## src/rtl/dp_arbiter.sv

```systemverilog
// dp_arbiter: two-requester arbiter in front of a shared add/subtract datapath.
//
// Requesters present operands and an opcode with valid/ready. Grants go round
// robin in IDLE; once a requester is granted with last=0 it owns the datapath
// until it issues an operation with last=1. The granted operands are driven
// combinationally to the datapath in the issue cycle. A tag pipeline of LAT+1
// stages tracks {valid, id} so each result comes back as a one-cycle response
// in issue order.
//
// Parameters:
//   N   operand/result width
//   LAT datapath latency, operand to dp_Y/dp_co (0..2)
//
// Ports:
//   clk, rst_n                 clock, asynchronous active-low reset
//   rX_valid/rX_ready          requester X handshake
//   rX_a, rX_b, rX_op, rX_last requester X operands, opcode, end-of-burst
//   dp_A, dp_B, dp_opcode      datapath operands (0 when nothing issues)
//   dp_Y, dp_co                datapath result and carry-out
//   rsp_valid, rsp_id          one-cycle response strobe and owner id
//   rsp_y, rsp_co              registered result, held between responses
//   cnt0, cnt1                 per-requester saturating issue counters
//                              (only when DP_ARB_STATS_EN is defined)
//
// State table:
//   IDLE | no owner; grant single valid requester, or pointer on contention
//   OWN0 | requester 0 is mid-burst; requester 1 stalled
//   OWN1 | requester 1 is mid-burst; requester 0 stalled
module dp_arbiter #(
    parameter int N   = 16,
    parameter int LAT = 0
) (
    input  logic         clk,
    input  logic         rst_n,
    input  logic         r0_valid,
    output logic         r0_ready,
    input  logic [N-1:0] r0_a,
    input  logic [N-1:0] r0_b,
    input  logic [2:0]   r0_op,
    input  logic         r0_last,
    input  logic         r1_valid,
    output logic         r1_ready,
    input  logic [N-1:0] r1_a,
    input  logic [N-1:0] r1_b,
    input  logic [2:0]   r1_op,
    input  logic         r1_last,
    output logic [N-1:0] dp_A,
    output logic [N-1:0] dp_B,
    output logic [2:0]   dp_opcode,
    input  logic [N-1:0] dp_Y,
    input  logic         dp_co,
    output logic         rsp_valid,
    output logic         rsp_id,
    output logic [N-1:0] rsp_y,
    output logic         rsp_co
`ifdef DP_ARB_STATS_EN
    ,
    output logic [15:0]  cnt0,
    output logic [15:0]  cnt1
`endif
);

    typedef enum logic [1:0] {
        IDLE = 2'd0,
        OWN0 = 2'd1,
        OWN1 = 2'd2
    } state_t;

    state_t state;
    logic   ptr;
    logic   gnt0;
    logic   gnt1;
    logic   issue;
    logic   issue_id;

    // Grants already include the valid input, so a grant is an issue.
    always_comb begin
        gnt0 = 1'b0;
        gnt1 = 1'b0;
        case (state)
            IDLE: begin
                if (r0_valid && r1_valid) begin
                    gnt0 = ~ptr;
                    gnt1 = ptr;
                end else begin
                    gnt0 = r0_valid;
                    gnt1 = r1_valid;
                end
            end
            OWN0:    gnt0 = r0_valid;
            OWN1:    gnt1 = r1_valid;
            default: ;
        endcase
        if (!rst_n) begin
            gnt0 = 1'b0;
            gnt1 = 1'b0;
        end
    end

    assign r0_ready = gnt0;
    assign r1_ready = gnt1;
    assign issue    = gnt0 | gnt1;
    assign issue_id = gnt1;

    always_comb begin
        dp_A      = '0;
        dp_B      = '0;
        dp_opcode = 3'b000;
        if (gnt0) begin
            dp_A      = r0_a;
            dp_B      = r0_b;
            dp_opcode = r0_op;
        end else if (gnt1) begin
            dp_A      = r1_a;
            dp_B      = r1_b;
            dp_opcode = r1_op;
        end
    end

    always_ff @(posedge clk or negedge rst_n) begin
        if (!rst_n) begin
            state <= IDLE;
            ptr   <= 1'b0;
        end else if (gnt0) begin
            if (r0_last) begin
                state <= IDLE;
                ptr   <= 1'b1;
            end else begin
                state <= OWN0;
            end
        end else if (gnt1) begin
            if (r1_last) begin
                state <= IDLE;
                ptr   <= 1'b0;
            end else begin
                state <= OWN1;
            end
        end
    end

    // Tag pipeline. Bit 0 of the head vectors is the live issue; bit k is
    // the tag that entered k cycles ago. The tag at position LAT is the one
    // whose result sits on dp_Y this cycle, so the result is captured then.
    logic [LAT:0]   tag_v;
    logic [LAT:0]   tag_id;
    logic [LAT+1:0] head_v;
    logic [LAT+1:0] head_id;

    assign head_v  = {tag_v, issue};
    assign head_id = {tag_id, issue_id};

    always_ff @(posedge clk or negedge rst_n) begin
        if (!rst_n) begin
            tag_v  <= '0;
            tag_id <= '0;
            rsp_y  <= '0;
            rsp_co <= 1'b0;
        end else begin
            tag_v  <= head_v[LAT:0];
            tag_id <= head_id[LAT:0];
            if (head_v[LAT]) begin
                rsp_y  <= dp_Y;
                rsp_co <= dp_co;
            end
        end
    end

    assign rsp_valid = tag_v[LAT];
    assign rsp_id    = tag_id[LAT];

`ifdef DP_ARB_STATS_EN
    always_ff @(posedge clk or negedge rst_n) begin
        if (!rst_n) begin
            cnt0 <= '0;
            cnt1 <= '0;
        end else begin
            if (gnt0 && (cnt0 != 16'hFFFF)) cnt0 <= cnt0 + 16'd1;
            if (gnt1 && (cnt1 != 16'hFFFF)) cnt1 <= cnt1 + 16'd1;
        end
    end
`endif

endmodule

```

## config.mk

```make
export PLATFORM = sky130hd
export DESIGN_NAME = dp_arbiter
export DESIGN_NICKNAME = d
export VERILOG_FILES = /design/src/rtl/dp_arbiter.sv
export SDC_FILE = /design/constraint.sdc
export NUM_CORES = 1
export LEC_CHECK = 0
export ABC_AREA = 1
export BUFFER_PORTS_ARGS = -buffer_cell sky130_fd_sc_hd__buf_2
export CAP_MARGIN = 10
export CORE_MARGIN = 1.5
export CORE_UTILIZATION = 31
export CTS_BUF_LIST = sky130_fd_sc_hd__clkbuf_16
export CTS_CLUSTER_DIAMETER = 200
export DETAILED_ROUTE_END_ITERATION = 7
export MAX_ROUTING_LAYER = met4
export PLACE_DENSITY_LB_ADDON = 0.2
export RECOVER_POWER = 25
export SLEW_MARGIN = 10
export SYNTH_ARGS = -nofsm -noshare
export SYNTH_HDL_FRONTEND = slang
export SYNTH_SLANG_ARGS = --single-unit
```

## constraint.sdc

```tcl
create_clock -name clk -period 1.6 [get_ports clk]
set_clock_uncertainty 0.2 [all_clocks]
set_input_delay 0.24 -clock clk [delete_from_list [all_inputs] [get_ports clk]]
set_output_delay 0.24 -clock clk [all_outputs]
set_load 0.03 [all_outputs]
```

Yosys cells after proc, flatten, opt, wreduce, memory -nomap -nowiden
Index checks and enable logic that the tools add are counted. Widths: inputs -> output; s select.

Register bits after elaboration: 22. Word-level logic and storage cells: 36. Output and inout port bits: 56. Input bits: 93.

Muxes and demuxes: 20. Reduce and logical (&&, ||, !) cells: 5. Equal/unequal tests: 3. Bitwise logic cells: 2.

Operator list (number): $mux 16 (4); $mux 1 (9); $mux 2 (3); $mux 3 (2); $pmux 1 s2 (2); $reduce_bool 2->1 (2); $reduce_and 3->1 (1); $eq 2x1->1 const B (1); $eq 2x2->1 const B (1); $logic_not 2->1 (1); $ne 2x2->1 const B (1); $logic_and 1x1->1 (1); $not 1->1 (1); $or 1x1->1 (1).

Longest topological paths before layout
Gate-level depths: netlist of run 1.

Depth in word-level cells: 6. Gate-level depth with buffers: 8.

Least setup slack after synthesis of run 1
No wires, ideal clock.

Path kind: register -> output. Start point: register state[0]. End point: output port dp_A[10]. Stages on the path, launching flop included: 8. Path slack: -0.247 ns. Arrival time: 1.407 ns. Path through: dfrtp_1 -> inv_1 -> nand3_4 -> or2_4 -> clkinv_4 -> buf_6 -> nand2_1 -> nand2_1.

Cells in the longest elaborated chain, start to end: 5.

RTL lines: start, declared (RTL line 69) `state_t state;`; start signal, assigned (RTL line 122) `state <= IDLE;`; start signal, assigned (RTL line 126) `state <= IDLE;`; start signal, assigned (RTL line 129) `state <= OWN0;`; $eq 2x2->1 / $logic_not 2->1 (equally long branches) (RTL line 80) `case (state)`; $pmux 1 s2 * (RTL line 80); $mux 1 * (RTL line 94) `if (!rst_n) begin`; via r1_ready (RTL line 42) `output logic r1_ready,`; $mux 16 * (RTL line 113) `end else if (gnt1) begin`; $mux 16 * (RTL line 109) `if (gnt0) begin`; end, declared (RTL line 47) `output logic [N-1:0] dp_A,`.

Mark *: on every way through the listed nets, which the timed path passes. The rest lies on a longest branch.

Final worst setup path of run 1
Start point: register state[0]. End point: output port dp_B[0].

Cells in the longest elaborated chain, start to end: 5.

RTL lines: $eq 2x2->1 / $logic_not 2->1 (equally long branches) (RTL line 80); $pmux 1 s2 (RTL line 80); $mux 1 (RTL line 94); $mux 16 (RTL line 113); $mux 16 * (RTL line 109); end, declared (RTL line 48) `output logic [N-1:0] dp_B,`.

Every way passes the cells marked *; elsewhere a longest branch is shown, timed or not.

==> summary.md, run 1 <==
| Metric | Value |
|---|---|
| Final Wtd Congestion | `around 0.83` |
| Starting density of the core | `31.83%` |
| CTS tree | `yes` |
| Placed inst area | `~2600 µm²` |
| All-layer global routing usage | `between 20% and 30%` |
| Final hold viol count | `0` |
| Fmax | `496.8 MHz` |
| Critical Path AT | `roughly 1.6 ns` |
| Avg WL per Cell | `13.34 µm` |
| P_int | `around 0.0010 W` |
| Via/cell ratio | `between 4 and 5` |
| Unrepaired setup endpoints after global routing | `true` |
| Drt pass-1 iters | `4` |
| Worst setup path start | `state[0]` |
| First DRT Iteration DRCs | `between 60 and 70` |
| Final ANT Viol Nets | `0` |
| HPWL after detailed placement | `3.731 mm` |
| Die Y-Extent | `~70 µm` |
| Failing checks | `negative setup slack` |
| Min-Delay Path Class | `in2reg` |
| CTS Sinks | `22` |
| Synth warnings | `0` |
| Fin area | `3283 µm²` |
| Sw power | `0.0002564 W` |
| Synth Register Bits | `22` |
| PD cells | `approximately 380 nW/µm²` |
| Clock power share | `between 40% and 50%` |
| Root buffer cell | `clkbuf_16` |
| Most common cell after layout, fill and taps aside | `buf_2` |
| Num CTS Buffers | `3` |
| Mapped Nets | `302` |
| Dpl ws | `-0.1815 ns` |
| Share of cells above drive strength 1 | `between 60 and 70%` |
| Post-Route WL | `between 5 and 6 mm` |
| Final #Nets | `between 400 and 500` |
| Max Root-Sink Buffers | `2` |
| DIE AREA | `~4800 µm²` |
| Reg2reg setup slack | `0.10 ns` |
| Chip width | `between 60 and 70 µm` |
| Outcome | `finished with violations` |
| Largest net degree at the start of global routing | `19` |
| FP Rows | `24` |
| Switch share | `20.42%` |
| Pins Over Slew Limit | `0` |
| Comb pwr share | `14.5%` |
| Endpoint type of the worst setup path | `primary output` |
| Cells on worst reg2reg path | `8` |
| Reg-to-Reg Start | `state[1]` |
| Post-Synthesis Cells | `between 200 and 250` |
| First-pass GRT wire length | `slightly below 9 mm` |
| Sequential share of power | `around 44%` |
| Setup violators final | `37` |
| Peak supply drop | `roughly 0.00055 V` |
| Lkg Pwr | `roughly 1.9 nW` |
| Global route overflow | `0` |
| Total power draw | `0.001256 W` |
| Clock period minus worst slack | `2.013 ns` |
| Initial antenna violation count | `0` |
| Netlist cell types | `15` |
| Placed insts | `between 400 and 500` |
| Slew Limit Headroom | `45.45%` |
| Max Cap Viol | `0` |
| # DRC | `0` |
| CP endpoint | `dp_B[0]` |
| Final WS setup | `-0.4129 ns` |
| # IOs | `~150` |
| Port bufs | `between 100 and 150` |
| P&R area growth vs syn | `138.5%` |
| Worst Path Required | `about 1.2 ns` |
| Core ar. | `roughly 4300 µm²` |
| H-tree levels | `1` |
| Critical path peak fanout | `7` |
| Commonest cells after routing, fill and taps aside | `buf_2 (111), nand2_1 (60), nand2_2 (46)` |
| Post-synthesis sequential area ratio | `40.00%` |
| Worst reg2reg path endpoint | `ptr` |
| Post-Syn Area | `roughly 1400 µm²` |
| Vias in the first global route | `about 2,000` |
| Via count | `around 2,000` |
| N_diodes | `0` |
| Setup CP Type | `reg2out` |
| Reg clk slew, reported paths | `roughly 0.06 ns` |
| Setup crit start kind | `flop` |
| Final std cells w/o fill | `443` |
| Final Cycle Share | `125.8%` |
| Slew of the pin with the lowest slew margin | `between 0.8 and 0.9 ns` |
| Clk_lat worst skew | `0.25 ns` |
| Syn_area_per_cell | `6.585 µm²` |
cell usage after synthesis (all sizes together):
library cell / count / share of area, %
dfrtp: 22 / 40
o21ai: 1 / 0.36
or2: 1 / 0.64
inv: 4 / 1.1
clkbuf: 2 / 0.55
nor2: 2 / 0.55
nand3: 22 / 9.8
clkinv: 1 / 0.64
nand2: 144 / 39
o22ai: 1 / 0.45
buf: 8 / 5.1
a31oi: 1 / 1.5
state kept, by name, summed over array words and instances (netlist names):
signal and flops:
rsp_co 1, rsp_id 1, rsp_valid 1, state 2, ptr 1, rsp_y 16
kinds of logic (layout without fill, tap and decap cells):
group                  count (synthesis)  in the layout  synth area share (%)
AOI/OAI and AO/OA                      3              3                 2.364
and+or+nand+nor                      169            169                 50.27
DFF                                   22             22                 40.00
buffers and inverters                 15            197                 7.363
stage by stage:
| stage | TNS (ns) | hold WS (ns) | utilization (%) |
|---|---|---|---|
| 2_1_floorplan | -2.060 | -0.2556 | - |
| 3_3_place_gp | -5.011 | 0.06103 | 59.09 |
| 3_5_place_dp | -5.723 | 0.06110 | 59.09 |
| 4_1_cts | -13.62 | 0.007658 | 74.28 |
| 5_1_grt | -16.63 | 0.006421 | 75.93 |
| 6_report | -13.94 | 0.002838 | 75.93 |
timing repair:
item | in CTS | in global routing
setup buffers | 4 | 1
hold endpoints to repair | 39 | 0
pin swaps | 0 | 5
gates cloned | 3 | 2
resized for setup | 96 | 21
endpoints found under the setup margin | 37 | 50
hold buffers | 18 | 0
worst max-delay path, stage by stage, from the launching register on:
cell and delay [ns]:
dfrtp_1 0.37, inv_2 0.07, nand3_4 0.07, or2_4 0.28
inv_8 0.10, buf_12 0.13, nand2_1 0.09, nand2_2 0.08
buf_6 0.13
power by group through the flow:
stage | Sequential (W) | Clock, W | Combinational [W]
final | 0.000557 | 0.000517 | 0.000182
after global routing | 0.000556 | 0.000554 | 0.000197
after CTS | 0.000556 | 0.000524 | 0.000176
after detailed placement | 0.000567 | 0 | 0.000138
after global placement | 0.000567 | 0 | 0.000137
after floorplan | 0.000567 | 0 | 0.00000138
final cells by class:
type | count | area, µm²
repair buffers | 188 | 1429
clock inverters | 1 | 3.754
well taps | 52 | 65.06
multi-input cells | 172 | 1134
flip-flops and latches | 22 | 550.5
fillers | 306 | 1041
clock buffers | 3 | 75.07
inverters | 5 | 26.28
worst min path at each step:
| stage | from | end | slack, ns | cells past startpoint |
|---|---|---|---|---|
| 5_1_grt | dp_Y[13] | rsp_y[13] | 0.006 | 3 |
| 3_3_place_gp | rst_n | rsp_y[0] | 0.06 | 2 |
| 4_1_cts | dp_Y[13] | rsp_y[13] | 0.008 | 3 |
| 6_report | dp_Y[13] | rsp_y[13] | 0.003 | 3 |
| 3_5_place_dp | rst_n | rsp_y[0] | 0.06 | 2 |
| 2_1_floorplan | rst_n | ptr | -0.26 | 0 |
layer usage:
metal | wire [µm] | track usage [%] | share of wire, %
met2 | 3154 | 42.41 | 53
met1 | 2338 | 25.94 | 40
met3 | 351 | 3.198 | 5.9
met4 | 65 | 5.128 | 1.1
met5 | 0 | - | 0
No activity file was read; power rests on OpenSTA's default activity.
==> run 2: changes to the inputs <==
--- a/config.mk
+++ b/config.mk
@@ -8,6 +8,7 @@
 export ABC_AREA = 1
 export BUFFER_PORTS_ARGS = -buffer_cell sky130_fd_sc_hd__buf_2
 export CAP_MARGIN = 10
+export CORE_ASPECT_RATIO = 1.1
 export CORE_MARGIN = 1.5
 export CORE_UTILIZATION = 31
 export CTS_BUF_LIST = sky130_fd_sc_hd__clkbuf_16
==> run 2 against run 1 <==
Net effect: the flow still finishes with violations (negative setup slack); combinational power is 7% higher; clock power shrank 1%; critical path depth grew 1; critical endpoint is now dp_B[5]; count of clock-buffer cells in the layout did not move; routed wire length is 9.6% higher; first-iteration DRC count grew 18%; total power increased by 0.49%; final area is 2.3% higher.
==> summary.md, run 2 (synthesis gave the netlist of run 1 again) <==
| Metric | Value |
|---|---|
| N_diodes | `0 (unchanged)` |
| Setup CP Type | `reg2out` |
| Dpl ws | `-0.1790 ns (+0.002531 ns)` |
| Via count | `2,112 (+4.9%)` |
| Unrepaired setup endpoints after global routing | `true` |
| Setup violators final | `37 (unchanged)` |
| Root buffer cell | `clkbuf_16` |
| Slowest CP cell | `dfrtp_1` |
| Failing checks | `negative setup slack` |
| Clk_lat worst skew | `0.25 ns (about the same)` |
| H-tree levels | `1 (unchanged)` |
| Max Root-Sink Buffers | `2 (unchanged)` |
| Largest net degree at the start of global routing | `20 (+1)` |
| Global route overflow | `0 (unchanged)` |
| Final hold viol count | `0 (unchanged)` |
| Pins Over Slew Limit | `0 (unchanged)` |
| Final Cycle Share | `125.9% (+0.13 points)` |
| Lkg Pwr | `1.892 nW (+2.2%)` |
| PD cells | `375.6 nW/µm² (-1.8%)` |
| Share of cells above drive strength 1 | `71.07% (+4.3 points)` |
| Via/cell ratio | `4.714 (+3.7%)` |
| Setup crit start kind | `flop` |
| Largest reg by FF count | `rsp_y` |
| Endpoint type of the worst setup path | `primary output` |
| First DRT Iteration DRCs | `72 (+18%)` |
| Vias in the first global route | `1,956 (-1.0%)` |
| Port bufs | `148 (unchanged)` |
| Slew Limit Headroom | `69.50% (+24 points)` |
| Critical path peak fanout | `8 (+1)` |
| Largest stage delay, worst path | `0.37 ns (about the same)` |
| HPWL after detailed placement | `3.734 mm (about the same)` |
| Fmax | `496.3 MHz (-0.10%)` |
| Largest register FFs | `16 (unchanged)` |
| Reg clk slew, reported paths | `0.05 ns (about the same)` |
| Cell mode on critical path | `nand2_1` |
| CTS Sinks | `22 (unchanged)` |
| Clock period minus worst slack | `2.015 ns (+0.002105 ns)` |
| Critical Path AT | `1.58 ns (about the same)` |
| Commonest cells after routing, fill and taps aside | `buf_2 (112), nand2_2 (59), nand2_1 (47)` |
| # DRC | `0 (unchanged)` |
| Total power draw | `0.001262 W (+0.49%)` |
| DIE AREA | `4849 µm² (about the same)` |
| Chip width | `66.53 µm (-4.5%)` |
| Final TNS setup | `-12.97 ns (+0.9732 ns)` |
| Min-Delay Path Class | `in2reg` |
| Post-Route WL | `6.477 mm (+9.6%)` |
| Peak supply drop | `0.0005371 V (-3.0%)` |
| Die Y-Extent | `72.89 µm (+4.7%)` |
| Final ANT Viol Nets | `0 (unchanged)` |
| Max Cap Viol | `0 (unchanged)` |
| Critical path cell sequence | `inv_2 -> nand2_1 -> nor2_1 -> or2_4 -> clkinv_8 -> buf_12 -> nand2_1 -> nand2_4 -> buf_6` |
| Initial antenna violation count | `0 (unchanged)` |
| All-layer global routing usage | `23.18% (+0.37 points)` |
| Slew of the pin with the lowest slew margin | `0.4575 ns (-0.3608 ns)` |
| Core ar. | `4285 µm² (-0.90%)` |
| FP Rows | `25 (+4.2%)` |
| Final Wtd Congestion | `0.8627 (+4.5%)` |
| Most common cell after layout, fill and taps aside | `buf_2` |
| Drt pass-1 iters | `4 (unchanged)` |
| Avg WL per Cell | `14.46 µm (+8.4%)` |
| CTS tree | `yes` |
| Biggest regs | `rsp_y x16, state x2` |
| # IOs | `149 (unchanged)` |
| Final WS setup | `-0.4151 ns (-0.002105 ns)` |
| Outcome | `finished with violations` |
| Worst Path Required | `1.16 ns (about the same)` |
| First-pass GRT wire length | `8.535 mm (-4.6%)` |
| P&R area growth vs syn | `144.1%` |
| Starting density of the core | `32.12% (+0.29 points)` |
| Final #Nets | `488 (+0.62%)` |
| Num CTS Buffers | `3 (unchanged)` |
run 2: cell count changes in the layout (fill, tap and decap cells not counted), sizes merged:
cell         before  now
inv               5    4
dlygate4sd3      17   16
buf             165  169
clkinv            1    2
run 2: path summary, 6_finish.rpt:
| path | cells after the start | slack (ns) | to | from |
|---|---|---|---|---|
| worst max-delay path | 9 | -0.42 | dp_B[5] | state[1] |
| worst min-delay path | 2 | 0.01 | state[1] | r1_last |
| worst max register to register | 7 | 0.05 | state[1] | state[1] |
| worst min register to register | 2 | 0.31 | rsp_co | rsp_co |
| max in group asynchronous | 3 | 0.65 | rsp_y[1] | rst_n |
| min in group asynchronous | 3 | 0.07 | state[1] | rst_n |
run 2: layer usage:
| metal | GRT usage [%] | vias up | share of wire, % |
|---|---|---|---|
| met5 | - | - | 0 |
| met4 | 5.442 | 0 | 1.8 |
| met3 | 4.167 | 14 | 6.5 |
| met2 | 45.22 | 103 | 56 |
| met1 | 23.48 | 981 | 35 |
| li1 | - | 1014 | - |
run 2: critical path: cells and delay by family, from the launching register on:
kind,cells,cell delay (ns)
AND/OR/NAND/NOR,5,0.50
buffers and inverters,4,0.44
flip-flops,1,0.37
run 2: final cells by class:
type / instances / area (µm²)
clock buffers: 3 / 75.07
inverters: 5 / 31.28
repair buffers: 191 / 1474
multi-input cells: 172 / 1157
clock inverters: 1 / 3.754
fillers: 291 / 925.9
well taps: 54 / 67.56
flip-flops and latches: 22 / 550.5
run 2: per-stage QoR:
stage / instance area (µm²) / utilization [%] / hold WS [ns] / std cells
2_1_floorplan: 1704 / - / -0.2556 / 209
3_3_place_gp: 2592 / 60.50 / 0.04508 / 418
3_5_place_dp: 2592 / 60.50 / 0.04879 / 418
4_1_cts: 3196 / 74.57 / 0.01385 / 444
5_1_grt: 3359 / 78.39 / 0.02347 / 448
6_report: 3359 / 78.39 / 0.01361 / 448
run 2: what timing repair did:
item	in CTS	in global routing
pin swaps	1	4
buffers inserted	3	3
setup endpoints to repair	37	41
hold buffers	17	0
gates cloned	2	3
hold endpoints to repair	38	0
gates resized for setup	90	36
run 2: report_power, final:
group | switching, W | internal (W) | total (W)
clock network | 0.000178 | 0.000333 | 0.000511
logic | 0.0000790 | 0.000115 | 0.000194
registers | 0 | 0.000557 | 0.000557
==> run 3: changes to the inputs <==
--- a/config.mk
+++ b/config.mk
@@ -5,12 +5,11 @@
 export SDC_FILE = /design/constraint.sdc
 export NUM_CORES = 1
 export LEC_CHECK = 0
-export ABC_AREA = 1
 export BUFFER_PORTS_ARGS = -buffer_cell sky130_fd_sc_hd__buf_2
 export CAP_MARGIN = 10
 export CORE_ASPECT_RATIO = 1.1
 export CORE_MARGIN = 1.5
-export CORE_UTILIZATION = 31
+export CORE_UTILIZATION = 30
 export CTS_BUF_LIST = sky130_fd_sc_hd__clkbuf_16
 export CTS_CLUSTER_DIAMETER = 200
 export DETAILED_ROUTE_END_ITERATION = 7
==> run 3 against run 2 <==
Net effect: the run still ends with negative setup slack left; final area down 11%; critical endpoint is now dp_opcode[0]; synthesized cell count is 54% lower; via count is 27% lower; sequential share of layout area rose by 2.1 points; largest cell class unchanged; worst setup slack lost 0.11 ns; first-iteration DRC count decreased by 46%; critical path depth fell by 3; worst hold slack improved by 0.0023 ns; clock power increased by 35%; highest routed layer unchanged; die area fell by 5.4%; count of clock-buffer cells in the layout unchanged; non-clock buffer count fell by 18.
==> summary.md, run 3 <==
| Metric | Value |
|---|---|
| Synth top cells by count | `a22o_1 (36), dfrtp_1 (22), mux2_2 (17), buf_6 (4)` |
| Final #Nets | `361 (-26%)` |
| Most common cell in the netlist | `a22o_1` |
| First DRT Iteration DRCs | `39 (-46%)` |
| Num CTS Buffers | `3 (unchanged)` |
| Worst Path Required | `1.16 ns (about the same)` |
| Avg WL per Cell | `16.88 µm (+17%)` |
| Setup crit start kind | `flop` |
| Outcome | `finished with violations` |
| Area of the multi-input gates | `933.4 µm² (-19%)` |
| DIE AREA | `4589 µm² (-5.4%)` |
| PD cells | `1518 nW/µm² (+300%)` |
| Global route overflow | `0 (unchanged)` |
| Largest reg by FF count | `rsp_y` |
| Min-Delay Path Class | `in2reg` |
| Complex-gate fraction of the synthesized area | `30.95% (+29 points)` |
| Biggest regs | `rsp_y x16, state x2` |
| Die Y-Extent | `70.90 µm (-2.7%)` |
| Post-synth EDFFs | `0 (unchanged)` |
| Share of cells above drive strength 1 | `88.01% (+17 points)` |
| Worst hold slack | `0.01586 ns (+0.002252 ns)` |
| Failing checks | `negative setup slack` |
| Starting density of the core | `31.48% (-0.63 points)` |
| Final TNS setup | `-18.79 ns (-5.823 ns)` |
| CTS tree | `yes` |
| Slew Limit Headroom | `65.18% (-4.3 points)` |
| First-pass GRT wire length | `7.079 mm (-17%)` |
| Peak supply drop | `0.0007442 V (+39%)` |
| P&R area growth vs syn | `137.1%` |
| Post-Synth Adder-Cell Area | `0% (unchanged)` |
| Synth area leaders | `dfrtp_1 (44%), a22o_1 (25%), mux2_2 (15%)` |
| Post-Synthesis Cells | `97 (-54%)` |
| Final Cycle Share | `132.8% (+6.8 points)` |
| Dpl ws | `-0.2369 ns (-0.05790 ns)` |
| Async S/R FF share, synth | `100.0% (unchanged)` |
| Vias in the first global route | `1,535 (-22%)` |
| Via count | `1,549 (-27%)` |
| Endpoint type of the worst setup path | `primary output` |
| Initial antenna violation count | `0 (unchanged)` |
| FP Rows | `24 (-4.0%)` |
| Slew of the pin with the lowest slew margin | `0.5223 ns (+0.06483 ns)` |
| CTS Sinks | `22 (unchanged)` |
| Final hold viol count | `0 (unchanged)` |
| All-layer global routing usage | `20.21% (-3.0 points)` |
| Pins Over Slew Limit | `0 (unchanged)` |
| Setup CP Type | `reg2out` |
| Top cell type's share of synthesized area | `43.78% (+3.8 points)` |
| Largest register FFs | `16 (unchanged)` |
| Lkg Pwr | `1.626 nW (-14%)` |
| Largest family of logic cells by synthesized area | `compound AO/OA/AOI/OAI gates` |
| Setup violators final | `46 (+24%)` |
| Mux contribution to synthesized area | `15.22% (+15 points)` |
| Post-Synth Simple-Gate Area | `3.781% (-46 points)` |
| Drt pass-1 iters | `4 (unchanged)` |
| Critical path cell sequence | `and3b_2 -> a21boi_4 -> buf_6 -> clkbuf_16 -> a22o_4 -> buf_6` |
| Synth Register Bits | `22 (unchanged)` |
| H-tree levels | `1 (unchanged)` |
| Post-synthesis sequential area ratio | `43.78% (+3.8 points)` |
| Critical path peak fanout | `7 (-1)` |
| Final design utilization | `74.66% (-3.7 points)` |
| Commonest cells after routing, fill and taps aside | `buf_2 (111), buf_6 (42), a22o_4 (29)` |
| N_diodes | `0 (unchanged)` |
| Syn_area_per_cell | `12.96 µm² (+97%)` |
| Max Cap Viol | `0 (unchanged)` |
| Port bufs | `148 (unchanged)` |
| Mapped Nets | `190 (-37%)` |
| Core ar. | `3994 µm² (-6.8%)` |
| Max Root-Sink Buffers | `2 (unchanged)` |
| Cell mode on critical path | `buf_6` |
| # IOs | `149 (unchanged)` |
| Most common cell after layout, fill and taps aside | `buf_2` |
| Slowest CP cell | `dfrtp_1` |
| Fmax | `470.8 MHz (-5.1%)` |
| Clock period minus worst slack | `2.124 ns (+0.1090 ns)` |
| Via/cell ratio | `4.856 (+3.0%)` |
| Main synth FF type | `dfrtp_1` |
| Largest net degree at the start of global routing | `26 (+30%)` |
| Chip width | `64.73 µm (-2.7%)` |
| Clk_lat worst skew | `0.25 ns (about the same)` |
| Reg area | `550.5 µm² (unchanged)` |
| Largest stage delay, worst path | `0.41 ns (+0.04 ns)` |
| Layout fillers | `279 (-4.1%)` |
| Dominant cell type by area after synthesis | `dfrtp_1` |
| Final WS setup | `-0.5241 ns (-0.1090 ns)` |
| Post-Syn Area | `1257 µm² (-8.6%)` |
| Netlist cell types | `18 (+3)` |
| Unrepaired setup endpoints after global routing | `true` |
| Final ANT Viol Nets | `0 (unchanged)` |
| Critical Path AT | `1.68 ns (+0.10 ns)` |
| Synth Area in XOR/XNOR | `0% (unchanged)` |
| Post-Route WL | `5.384 mm (-17%)` |
| Root buffer cell | `clkbuf_16` |
| HPWL after detailed placement | `3.254 mm (-13%)` |
| Reg clk slew, reported paths | `0.06 ns (about the same)` |
| Final Wtd Congestion | `0.7357 (-15%)` |
| # DRC | `0 (unchanged)` |
| Synth warnings | `0 (unchanged)` |
## run 3: cells by family (layout without fill, tap and decap cells)
family / after synthesis / count (layout)
buffers and inverters: 10 / 180
AND/OR/NAND/NOR: 6 / 6
multiplexers: 17 / 17
flip-flops: 22 / 22
AO/OA/AOI/OAI: 42 / 42
## run 3: layout make-up
class,count,share of cell area (%)
Sequential cell,22,18.46
Inverter,3,0.3777
Timing Repair Buffer,173,44.15
Tap cell,52,2.182
Clock buffer,3,2.518
Multi-Input combinational cell,65,31.31
Clock inverter,1,1.007
## run 3: path summary, 6_finish.rpt
kind | slack [ns] | startpoint | depth (start not counted) | endpoint
worst max-delay path | -0.52 | state[0] | 6 | dp_opcode[0]
min in group asynchronous | 0.47 | rst_n | 3 | ptr
worst min-delay path | 0.02 | dp_Y[6] | 2 | rsp_y[6]
max in group asynchronous | 0.38 | rst_n | 3 | rsp_y[13]
worst max register to register | -0.12 | state[1] | 7 | rsp_co
worst min register to register | 0.30 | rsp_y[6] | 1 | rsp_y[6]
## run 3: power by group
| group | total [W] | switching (W) | internal, W |
|---|---|---|---|
| Clock | 0.000691 | 0.000194 | 0.000496 |
| Combinational | 0.00289 | 0.00149 | 0.00140 |
| Sequential | 0.000945 | 0.000136 | 0.000809 |
## run 3: repair_timing
item | CTS | global route
resized for setup | 91 | 27
hold buffers | 1 | 0
gates cloned | 3 | 3
buffers inserted | 4 | 3
hold endpoints to repair | 22 | 0
pin swaps | 1 | 5
setup endpoints to repair | 54 | 54
## run 3: routing by layer
metal	wire (µm)	global-route usage, %
met5	0	-
met4	27	5.674
met3	260	1.749
met2	2968	36.20
met1	2127	24.04
## run 3: worst max-delay path: cells and delay by family (launching register included)
family,cells,cell delay (ns)
buffers and inverters,3,0.43
DFF,1,0.41
AOI/OAI and AO/OA,2,0.32
and+or+nand+nor,1,0.26
## run 3: per-stage QoR
stage,cells,instance area [µm²],total power [W]
4_1_cts,315,2764,0.004324
2_1_floorplan,97,1381,0.002464
3_5_place_dp,303,2255,0.003148
5_1_grt,319,2982,0.004712
6_report,319,2982,0.004527
3_3_place_gp,303,2255,0.003120
